[src/rtl/pattern_tx.sv]
// Serial burst transmitter: each frame is a 4-bit preamble, a 4-bit payload and
// an even parity bit, MSB first. A burst is repeat+1 frames with one idle gap bit between frames.
module pattern_tx #(
  parameter logic [3:0] PREAMBLE = 4'b1101
) (
  input  logic       clk,
  input  logic       reset,
  input  logic       start_i,
  input  logic [3:0] data_i,
  input  logic [1:0] repeat_i,
  output logic       ser_out_o,
  output logic       busy_o,
  output logic       done_o,
  output logic [1:0] frame_idx_o
);

  typedef enum logic [2:0] {
    IDLE,
    PRE,
    DATA,
    PAR,
    GAP
  } state_t;

  state_t     state_q, state_d;
  logic [1:0] bitCnt_q, bitCnt_d;
  logic [1:0] frameIdx_q, frameIdx_d;
  logic [3:0] data_q, data_d;
  logic [1:0] repeat_q, repeat_d;
  logic       serOut_q, serOut_d;
  logic       busy_q, busy_d;
  logic       done_q, done_d;
  logic [1:0] nextBit;

  // Bit k of a 4-bit field goes out MSB first, so the field index is ~k.
  assign nextBit = bitCnt_q + 2'd1;

  always_ff @(posedge clk or posedge reset) begin
    if (reset) begin
      state_q    <= IDLE;
      bitCnt_q   <= 2'd0;
      frameIdx_q <= 2'd0;
      data_q     <= 4'd0;
      repeat_q   <= 2'd0;
      serOut_q   <= 1'b0;
      busy_q     <= 1'b0;
      done_q     <= 1'b0;
    end else begin
      state_q    <= state_d;
      bitCnt_q   <= bitCnt_d;
      frameIdx_q <= frameIdx_d;
      data_q     <= data_d;
      repeat_q   <= repeat_d;
      serOut_q   <= serOut_d;
      busy_q     <= busy_d;
      done_q     <= done_d;
    end
  end

  // Outputs are computed for the state being entered, so they line up with it after the edge.
  always_comb begin
    state_d    = state_q;
    bitCnt_d   = bitCnt_q;
    frameIdx_d = frameIdx_q;
    data_d     = data_q;
    repeat_d   = repeat_q;
    serOut_d   = 1'b0;
    busy_d     = 1'b1;
    done_d     = 1'b0;
    case (state_q)
      IDLE: begin
        busy_d     = 1'b0;
        frameIdx_d = 2'd0;
        if (start_i) begin
          state_d  = PRE;
          bitCnt_d = 2'd0;
          data_d   = data_i;
          repeat_d = repeat_i;
          serOut_d = PREAMBLE[3];
          busy_d   = 1'b1;
        end
      end
      PRE: begin
        if (bitCnt_q == 2'd3) begin
          state_d  = DATA;
          bitCnt_d = 2'd0;
          serOut_d = data_q[3];
        end else begin
          bitCnt_d = nextBit;
          serOut_d = PREAMBLE[~nextBit];
        end
      end
      DATA: begin
        if (bitCnt_q == 2'd3) begin
          state_d  = PAR;
          bitCnt_d = 2'd0;
          serOut_d = ^data_q;
        end else begin
          bitCnt_d = nextBit;
          serOut_d = data_q[~nextBit];
        end
      end
      PAR: begin
        if (frameIdx_q < repeat_q) begin
          state_d = GAP;
        end else begin
          state_d    = IDLE;
          busy_d     = 1'b0;
          done_d     = 1'b1;
          frameIdx_d = 2'd0;
        end
      end
      GAP: begin
        state_d    = PRE;
        bitCnt_d   = 2'd0;
        frameIdx_d = frameIdx_q + 2'd1;
        serOut_d   = PREAMBLE[3];
      end
      default: begin
        state_d = IDLE;
        busy_d  = 1'b0;
      end
    endcase
  end

  assign ser_out_o   = serOut_q;
  assign busy_o      = busy_q;
  assign done_o      = done_q;
  assign frame_idx_o = frameIdx_q;

endmodule

[config.mk]
export PLATFORM = sky130hd
export DESIGN_NAME = pattern_tx
export DESIGN_NICKNAME = d
export VERILOG_FILES = /design/src/rtl/pattern_tx.sv
export SDC_FILE = /design/constraint.sdc
export NUM_CORES = 1
export LEC_CHECK = 0
export CAP_MARGIN = 30
export CORE_AREA = 3 3 41 58
export CTS_CLUSTER_DIAMETER = 40
export DETAILED_ROUTE_END_ITERATION = 6
export DIE_AREA = 0 0 44 61
export HOLD_SLACK_MARGIN = 0.02
export PLACE_DENSITY = 0.76
export RECOVER_POWER = 50
export SYNTH_ARGS = -nofsm -noshare
export SYNTH_HDL_FRONTEND = slang
export SYNTH_SLANG_ARGS = --single-unit
[constraint.sdc]
create_clock -name clk -period 4 [get_ports clk]
set_input_delay 0.6 -clock clk [delete_from_list [all_inputs] [get_ports clk]]
set_output_delay 0.6 -clock clk [all_outputs]
set_load 0.05 [all_outputs]
# Yosys cells after proc, flatten, opt, wreduce, memory -nomap -nowiden
# Index checks and enable logic that the tools add are counted.
dict set report word_totals {
  elab_cells 54
  ff_bits 16
}
dict set report op_classes {
  magnitude_cmp 2
  bitwise 1
  add_sub_neg 2
  n_mux 22
  reduce_logical 10
  n_eq_ne 9
}
# cell n
set ops {}
lappend ops {{3-bit case mux with 5 select lines} 1}
lappend ops {{3-bit two-way mux} 4}
lappend ops {{2-bit case mux with 3 select lines} 2}
lappend ops {{1-bit two-way mux} 8}
lappend ops {{2-bit != test (second input constant)} 4}
lappend ops {{3-bit by 2-bit equality test with 1-bit output (second input constant)} 2}
lappend ops {{2-bit two-way mux} 3}
lappend ops {{2-bit AND reduction} 3}
lappend ops {{3-bit nonzero test} 2}
lappend ops {{2-bit by 1-bit adder with 2-bit output (second input constant)} 2}
lappend ops {{1-bit binary-select mux with 2-bit select} 2}
lappend ops {{1-bit case mux with 4 select lines} 1}
lappend ops {{4-bit parity} 1}
lappend ops {{3-bit by 1-bit equality test with 1-bit output (second input constant)} 1}
lappend ops {{3-bit equality test (second input constant)} 1}
lappend ops {{3-bit logical NOT} 1}
lappend ops {{2-bit by 3-bit less-than comparator with 1-bit output (second input constant)} 1}
lappend ops {{1-bit case mux with 3 select lines} 1}
lappend ops {{3-bit AND reduction} 1}
lappend ops {{3-bit OR reduction} 1}
lappend ops {{2-bit equality test (second input constant)} 1}
lappend ops {{2-bit less-than comparator} 1}
lappend ops {{2-bit inverter} 1}
lappend ops {{2-bit OR reduction} 1}

# Longest topological paths before layout
# Gate-level depths: netlist of the first run.
dict set report depth {
  ltp_word 6
  depth_mapped 6
  ltp_nobuf 6
}

# Worst setup path before layout of the first run
# Ideal clock, no wire load.
dict set report synth_path {
  kind {reg2reg}
  from {register frameIdx_q[1], in the netlist frame_idx_o[1]}
  to {register frameIdx_q[1], in the netlist frame_idx_o[1]}
  arrival_time_ps 1393
  setup_ps 78
  t_required_ps 3922
  setup_slack_ps 2530
  path_buffers 0
  stages_incl_launch_ff 5
  period_less_slack_ps 1470
  path_cell_list {dfrtp_1 ha_1 a21oi_1 o21bai_1 a21oi_1}
}
dict set report synth_between {
  elab_chain_len 3
  word_cells_on_any_way 5
  cone_classes {add/sub: 1; order compare: 1; eq/ne: 1; mux: 1; reduce/logical: 1}
}
# item line
set synth_rtl {}
lappend synth_rtl {{from (decl)} 27} ;# logic [1:0] frameIdx_q, frameIdx_d;
lappend synth_rtl {{from (signal assigned)} 51} ;# frameIdx_q <= frameIdx_d;
lappend synth_rtl {{2-bit less-than comparator} 104} ;# if (frameIdx_q < repeat_q) begin
lappend synth_rtl {{2-bit != test (no line)} --}
lappend synth_rtl {{2-bit AND reduction (no line)} --}
# Parallel ways exist; a longest one is shown, timed or not.
# A chain may end at the register's enable or synchronous reset.

# Worst setup path in the final report of the first run
dict set report layout_path {
  from {register frameIdx_q[0], in the netlist frame_idx_o[0]}
  to {output port frame_idx_o[0]}
}
# item line
set layout_rtl {}
lappend layout_rtl {{to (decl)} 14} ;# output logic [1:0] frame_idx_o
# No word-level cell between the ends.

==> run summary, run 1 <==
Least-Margin Pin Slew: 0.603 ns
vias in the first global route: 631
Post-synth EDFFs: 0
status: complete, no violations
number of buffers and inverters on the critical path: 1
Final GP Congestion: 0.736
All-Layer GR Usage: 13.4%
Worst-Skew Late Latency: 0.28 ns
die height: 61 um
WL met2: 825 um
P_leak: 0.000451 uW
routed vias: 605
kind of critical path: register to output pin
HP Class: register to register
YS warnings: 0
die area: 2680 um2
sequential fraction of the synthesis area: 47.1%
die width: 44 um
clk slew on worst S/H paths: 0.09 ns
Final Util: 52.6%
Setup Buffers After CTS: 0
worst-path fanout max: 4
root buffer cell: clkbuf_4
DRC Markers: 0
row count: 19
drt wl/cell: 13.6 um
Yosys reg bits: 16
port bufs: 13
Placed Cells: 110
fin area: 1020 um2
CP max-delay cell: clkdlybuf4s50_1
Most used DFF post-synth: dfrtp_1
first-pass GRT wire length: 2650 um
post-CTS sizing: 0
DRT antenna net count: 0
CP Data Required Time: 3.40 ns
Yosys cell types: 28
crit start category: register
RSZ-0062 raised after global routing: no
final worst-path cycle share: 53.2%
Post-Synthesis Cell Area: 851 um2
number of diodes: 0
max-cap violations: 0
final setup TNS: 0 ns
CTS tree: yes
Post-Place Cell Area: 988 um2
max_slew headroom: 59.8%
critical-path cell list: clkdlybuf4s50_1
# hold bufs at CTS: 0
uppermost routed layer: met4
Mapped Nets: 91
Hold Vio Cnt, Final: 0
Total Wirelength: 1550 um
endpoint class of the critical path: output pin
flop2flop setup slack: 2.35 ns
pwr dens: 854 nW/um2
DR vias/cell: 5.31
initial antenna violation count: 0
Cell Count, Final, Fillers Out: 114
clock sink count: 16
initial core utilization: 43.6%
gr ovfl total: 0
delay-heaviest family, CP: buffers and inverters
starting DRC count in detailed routing: 9
Syn Area/Cell: 10.8 um2
largest net degree at the start of global routing: 17
Layout Skew: 0.00257 ns
Syn-to-layout area delta: 20.4%
layout cells sized above 1: 11.8%
met3 wire len: 34 um
async set or reset register ratio after synthesis: 100%
count of final setup violators: 0
first-pass detailed-route iteration total: 4
DPL Wire Length: 1190 um
clock tree buffer depth: 2
Critical Path Max Stage Delay: 0.83 ns
CTS Buf Count: 3
Final Slew Violations: 0
Max Fclk: 470 MHz
pre-CTS WS: 2.08 ns
wire length on met1: 650 um
final setup margin: 1.87 ns
Max VDD drop: 0.469 mV
Nets: 106
Core Area: 1950 um2
Tmin final: 2.13 ns
H-tree depth: 1
post-synthesis cell count: 79
I/O pin cnt: 14
arrival time worst endpoint: 1.53 ns
## path summary, 6_finish.rpt
check | depth (start not counted) | endpoint | from
min reg2reg | 1 | bitCnt_q[1]$_DFFE_PP0P_ | bitCnt_q[1]$_DFFE_PP0P_
max in group asynchronous | 2 | data_q[0]$_DFFE_PP0P_ | reset
min in group asynchronous | 2 | repeat_q[1]$_DFFE_PP0P_ | reset
max reg2reg | 3 | data_q[1]$_DFFE_PP0P_ | state_q[2]$_DFFE_PP0P_
max | 1 | frame_idx_o[0] | frame_idx_o[0]$_DFFE_PP0P_
min | 1 | bitCnt_q[1]$_DFFE_PP0P_ | bitCnt_q[1]$_DFFE_PP0P_
## placed cells by master (no fill, tap or decap), types with 2 or more instances in the layout
master,n
a2111oi_0,2
a21o_1,2
a21oi_1,5
clkbuf_4,3
clkdlybuf4s50_1,12
dfrtp_1,16
ha_1,3
inv_1,4
mux2_4,5
nand2_1,5
nand2b_1,5
nand3b_1,2
nor2_1,3
nor2b_1,2
nor3_1,2
o21ai_0,5
xnor2_1,4
## worst reg2reg max path, delay by kind of cell (launching register included)
| family | cells | cell delay, ns |
|---|---|---|
| and+or+nand+nor | 2 | 0.68 |
| DFF | 1 | 0.52 |
| muxes | 1 | 0.34 |
## routing by layer
layer  track usage (%)  vias to the layer above
met1              14.0                      288
met4              9.05                        0
met5                 0                        -
met2              25.0                       11
met3             0.890                        5
li1                  -                      301
## cell usage after synthesis, types with 2 or more instances
| library cell | instances | share of area [%] |
|---|---|---|
| a2111oi_0 | 2 | 2.1 |
| a21o_1 | 2 | 1.8 |
| a21oi_1 | 5 | 2.9 |
| clkbuf_1 | 2 | 0.88 |
| dfrtp_1 | 16 | 47 |
| ha_1 | 3 | 4.4 |
| inv_1 | 4 | 1.8 |
| mux2_4 | 5 | 8.8 |
| nand2_1 | 5 | 2.2 |
| nand2b_1 | 5 | 3.7 |
| nand3b_1 | 2 | 1.8 |
| nor2_1 | 3 | 1.3 |
| nor2b_1 | 2 | 1.5 |
| nor3_1 | 2 | 1.2 |
| o21ai_0 | 5 | 2.9 |
| xnor2_1 | 4 | 4.1 |
## state kept, by name, summed over array words and instances (netlist names)
| register | count |
|---|---|
| ser_out_o | 1 |
| repeat_q | 2 |
| bitCnt_q | 2 |
| data_q | 4 |
| busy_o | 1 |
| frame_idx_o | 2 |
| state_q | 3 |
| done_o | 1 |
## power breakdown
| group | internal, uW | leakage, uW | total, uW | switching (uW) |
|---|---|---|---|---|
| Clock | 55.4 | 0.0000210 | 103 | 47.7 |
| Sequential | 235 | 0.000198 | 311 | 76.4 |
| Combinational | 227 | 0.000232 | 461 | 235 |
| Total | 517 | 0.000451 | 875 | 359 |
## metrics by stage
step | hold slack [ns] | power [uW]
global placement | 0.496 | 762
global route | 0.550 | 947
finish | 0.529 | 875
CTS | 0.530 | 887
detailed placement | 0.507 | 780
floorplan | 0.476 | 671
## layout make-up
class / instances / area [um2]
Fill cell: 191 / 925
Multi-Input combinational cell: 56 / 417
Inverter: 4 / 15.0
Timing Repair Buffer: 13 / 130
Tap cell: 21 / 26.3
Sequential cell: 16 / 400
Clock buffer: 4 / 36.3
## logic make-up (layout without fill, tap and decap cells)
| family | count (synthesis) | count (layout) | share of synthesized area, % |
|---|---|---|---|
| flip-flops | 16 | 16 | 47.1 |
| multiplexers | 7 | 7 | 11.3 |
| AND/OR/NAND/NOR | 23 | 23 | 15.0 |
| XOR/XNOR | 5 | 5 | 5.15 |
| AO/OA/AOI/OAI | 18 | 18 | 13.1 |
| adder cells (fa/ha/maj) | 3 | 3 | 4.41 |
| buffers and inverters | 7 | 21 | 3.97 |
(Power assumes the default switching activity.)
==> run 2, diff against run 1 <==
--- a/config.mk
+++ b/config.mk
@@ -11,7 +11,7 @@
 export DETAILED_ROUTE_END_ITERATION = 6
 export DIE_AREA = 0 0 44 61
 export HOLD_SLACK_MARGIN = 0.02
-export PLACE_DENSITY = 0.76
+export PLACE_DENSITY = 0.78
 export RECOVER_POWER = 50
 export SYNTH_ARGS = -nofsm -noshare
 export SYNTH_HDL_FRONTEND = slang
==> constraint.sdc (replaced) <==
create_clock -name clk -period 1.9 [get_ports clk]
set_input_delay 0.285 -clock clk [delete_from_list [all_inputs] [get_ports clk]]
set_output_delay 0.285 -clock clk [all_outputs]
set_load 0.05 [all_outputs]
==> run summary, run 2 (synthesized netlist as in run 1, its figures left out) <==
HP Class: input pin to async pin
DPL Wire Length: 1080 um
first-pass GRT wire length: 2510 um
Final Util: 53.0%
max FFs per register: 4
largest reg by FF count: data_q
Final Slew Violations: 0
most common cell after layout, fill and taps aside: dfrtp_1
worst-path fanout max: 4
Max Fclk: 556 MHz
delay-heaviest family, CP: buffers and inverters
final worst-path cycle share: 94.7%
initial core utilization: 43.6%
I/O pin cnt: 14
crit start category: register
largest net degree at the start of global routing: 17
first-pass detailed-route iteration total: 4
clock sink count: 16
initial antenna violation count: 0
DR vias/cell: 5.23
Core Area: 1950 um2
Hold Vio Cnt, Final: 0
Layout Skew: 0.00281 ns
Setup Buffers After CTS: 0
starting DRC count in detailed routing: 13
drt wl/cell: 12.9 um
DRT antenna net count: 0
pwr dens: 1780 nW/um2
H-tree depth: 1
final setup margin: 0.100 ns
Tmin final: 1.80 ns
layout cells sized above 1: 12.8%
CTS Buf Count: 3
Nets: 107
root buffer cell: clkbuf_4
CTS tree: yes
clk slew on worst S/H paths: 0.09 ns
port bufs: 13
final setup TNS: 0 ns
die area: 2680 um2
biggest regs: data_q: 4 flops, state_q: 3 flops
die height: 61 um
clock tree buffer depth: 2
worst hold slack: 0.509 ns
Critical Path Max Stage Delay: 0.82 ns
All-Layer GR Usage: 13.0%
Total Power: 1830 uW
number of buffers and inverters on the critical path: 1
max-cap violations: 0
arrival time worst endpoint: 1.51 ns
max_slew headroom: 58.8%
RSZ-0062 raised after global routing: no
Least-Margin Pin Slew: 0.617 ns
# hold bufs at CTS: 0
CP Data Required Time: 1.62 ns
commonest cells after routing, fill and taps aside: dfrtp_1, clkdlybuf4s50_1
Total Wirelength: 1480 um
post-CTS sizing: 0
Syn-to-layout area delta: 21.3%
CP max-delay cell: clkdlybuf4s50_1
die width: 44 um
count of final setup violators: 0
number of diodes: 0
Max VDD drop: 0.866 mV
P_leak: 0.000456 uW
Final GP Congestion: 0.796
endpoint class of the critical path: output pin
Worst-Skew Late Latency: 0.28 ns
critical-path cell list: clkdlybuf4s50_1
DRC Markers: 0
status: complete, no violations
gr ovfl total: 0
pre-CTS WS: 0.267 ns
kind of critical path: register to output pin
routed vias: 602
vias in the first global route: 570
row count: 19
==> run 2: per-layer routing <==
| metal | vias to the layer above | wire length, um | GRT usage, % | part of all wire (%) |
|---|---|---|---|---|
| li1 | 302 | - | - | - |
| met2 | 16 | 670 | 19.2 | 45 |
| met5 | - | 0 | 0 | 0 |
| met3 | 2 | 71 | 3.26 | 4.8 |
| met1 | 282 | 718 | 17.1 | 48 |
| met4 | 0 | 22 | 7.76 | 1.5 |
==> run 2: cell type report <==
class,instances,area [um2]
Inverter,4,15.0
Multi-Input combinational cell,56,417
Tap cell,21,26.3
Fill cell,182,917
Timing Repair Buffer,14,138
Sequential cell,16,400
Clock buffer,4,36.3
==> run 2: power breakdown <==
| part | switching [uW] | internal [uW] |
|---|---|---|
| Sequential | 153 | 494 |
| Clock | 105 | 117 |
| Combinational | 481 | 483 |
==> run 2: per-stage QoR <==
stage,std cells,cell area (um2)
3_3_place_gp,111,996
5_1_grt,115,1030
4_1_cts,115,1030
6_report,115,1030
3_5_place_dp,111,996
2_1_floorplan,79,851
==> run 2: worst paths after layout <==
kind	start	endpoint	slack, ns	depth (start not counted)
worst max-delay path	frame_idx_o[0]$_DFFE_PP0P_	frame_idx_o[0]	0.10	1
worst min-delay path	reset	data_q[1]$_DFFE_PP0P_	0.51	2
worst max register to register	bitCnt_q[0]$_DFFE_PP0P_	ser_out_o$_DFF_PP0_	0.31	4
worst min register to register	bitCnt_q[1]$_DFFE_PP0P_	bitCnt_q[1]$_DFFE_PP0P_	0.53	1
max in group asynchronous	reset	ser_out_o$_DFF_PP0_	0.99	2
min in group clk	bitCnt_q[1]$_DFFE_PP0P_	bitCnt_q[1]$_DFFE_PP0P_	0.53	1
==> run 3, diff against run 2 <==
--- a/config.mk
+++ b/config.mk
@@ -6,12 +6,12 @@
 export NUM_CORES = 1
 export LEC_CHECK = 0
 export CAP_MARGIN = 30
-export CORE_AREA = 3 3 41 58
+export CORE_AREA = 3 3 41 57
 export CTS_CLUSTER_DIAMETER = 40
 export DETAILED_ROUTE_END_ITERATION = 6
-export DIE_AREA = 0 0 44 61
+export DIE_AREA = 0 0 44 60
 export HOLD_SLACK_MARGIN = 0.02
-export PLACE_DENSITY = 0.78
+export PLACE_DENSITY = 0.79
 export RECOVER_POWER = 50
 export SYNTH_ARGS = -nofsm -noshare
 export SYNTH_HDL_FRONTEND = slang
==> run summary, run 3 (synthesized netlist as in run 1, its figures left out) <==
commonest cells after routing, fill and taps aside: dfrtp_1, clkdlybuf4s50_1
max_slew headroom: 59.9%
Worst-Skew Late Latency: 0.27 ns
first-pass GRT wire length: 2400 um
# hold bufs at CTS: 0
routed vias: 607
number of diodes: 0
filler instances: 164
I/O pin cnt: 14
DR vias/cell: 5.32
combinational fraction of design power: 53.0%
starting DRC count in detailed routing: 11
GR Util met2: 21.7%
Syn-to-layout area delta: 21.2%
vias in the first global route: 579
first-pass detailed-route iteration total: 3
All-Layer GR Usage: 12.3%
Pint: 1090 uW
worst-path fanout max: 4
largest net degree at the start of global routing: 17
initial antenna violation count: 0
CTS tree: yes
clock sink count: 16
row count: 18
arrival time worst endpoint: 1.50 ns
Max VDD drop: 0.783 mV
met3 Use GR: 1.81%
Tmin final: 1.79 ns
Post-Place Cell Area: 995 um2
initial core utilization: 46.1%
DPL Wire Length: 1150 um
met1 Use GR: 14.6%
die width: 44 um
P_leak: 0.000456 uW
count of final setup violators: 0
Final Slew Violations: 0
Least-Margin Pin Slew: 0.600 ns
post-CTS sizing: 0
drt wl/cell: 12.7 um
HP Class: input pin to async pin
die area: 2640 um2
DRC Markers: 0
Total Wirelength: 1450 um
Critical Path Max Stage Delay: 0.82 ns
die height: 60 um
final worst-path cycle share: 94.1%
crit start category: register
final setup TNS: 0 ns
Reg power frac: 35.1%
port bufs: 13
CP Data Required Time: 1.62 ns
max-cap violations: 0
root buffer cell: clkbuf_4
max FFs per register: 4
Setup Buffers After CTS: 0
delay-heaviest family, CP: buffers and inverters
biggest regs: data_q: 4 flops, state_q: 3 flops
H-tree depth: 1
Nets: 107
number of buffers and inverters on the critical path: 1
status: complete, no violations
clock tree buffer depth: 2
Hold Vio Cnt, Final: 0
layout cells sized above 1: 12.8%
Layout Skew: 0.000964 ns
critical-path cell list: clkdlybuf4s50_1
clk slew on worst S/H paths: 0.09 ns
CTS Buf Count: 3
RSZ-0062 raised after global routing: no
most common cell after layout, fill and taps aside: dfrtp_1
endpoint class of the critical path: output pin
fin area: 1030 um2
switch share: 40.3%
Clk network pwr share: 11.9%
Max Fclk: 559 MHz
kind of critical path: register to output pin
DRT antenna net count: 0
Final GP Congestion: 0.777
Sw Pwr: 739 uW
CP max-delay cell: clkdlybuf4s50_1
largest reg by FF count: data_q
GR peak layer: met2
gr ovfl total: 0
pwr dens: 1780 nW/um2
Core Area: 1850 um2
run 3: cell counts in the layout (fill, tap and decap cells not counted):
No cell type changed its count.
run 3: per-stage QoR:
step                      std cells  utilization, %  hold WS [ns]  setup WS (ns)  power (uW)
after floorplan                  79               -         0.199          0.430        1410
after global placement          110            53.9         0.494          0.329        1610
after detailed placement        110            53.9         0.498          0.298        1630
after CTS                       114            55.8         0.384         0.0955        1850
after global routing            114            55.8         0.546         0.0399        1980
final                           114            55.8         0.504          0.111        1830
run 3: final timing paths:
| kind | startpoint | end | slack, ns | cells past startpoint |
|---|---|---|---|---|
| worst max register to register | bitCnt_q[0]$_DFFE_PP0P_ | ser_out_o$_DFF_PP0_ | 0.31 | 4 |
| worst max-delay path | frame_idx_o[0]$_DFFE_PP0P_ | frame_idx_o[0] | 0.11 | 1 |
| min in group clk | bitCnt_q[1]$_DFFE_PP0P_ | bitCnt_q[1]$_DFFE_PP0P_ | 0.52 | 1 |
| worst min-delay path | reset | repeat_q[1]$_DFFE_PP0P_ | 0.50 | 2 |
| worst min register to register | bitCnt_q[1]$_DFFE_PP0P_ | bitCnt_q[1]$_DFFE_PP0P_ | 0.52 | 1 |
| max in group asynchronous | reset | bitCnt_q[0]$_DFFE_PP0P_ | 1.01 | 2 |
run 3: layout make-up:
type | instances | area [um2] | area share (%)
Timing Repair Buffer | 14 | 138 | 13.3
Sequential cell | 16 | 400 | 38.8
Multi-Input combinational cell | 56 | 417 | 40.4
Tap cell | 20 | 25.0 | 2.43
Clock buffer | 4 | 36.3 | 3.52
Inverter | 4 | 15.0 | 1.46
run 3: worst register-to-register path, delay by kind of cell, from the launching register on:
family | cells | cell delay (ns)
fa+ha+maj | 1 | 0.35
compound gates | 2 | 0.57
simple gates | 1 | 0.09
flops | 1 | 0.47
run 3: power by group through the flow:
stage / Sequential, uW / Clock (uW) / Combinational, uW
after floorplan: 750 / 0 / 663
after global placement: 649 / 0 / 961
after detailed placement: 652 / 0 / 980
after CTS: 645 / 223 / 986
after global routing: 666 / 238 / 1070
final: 642 / 218 / 971
run 3: per-layer routing:
metal  vias to the layer above  part of all wire, %
li1                        303                    -
met2                         7                   54
met3                         2                  2.3
met1                       295                   42
met4                         0                 0.83
met5                         -                    0
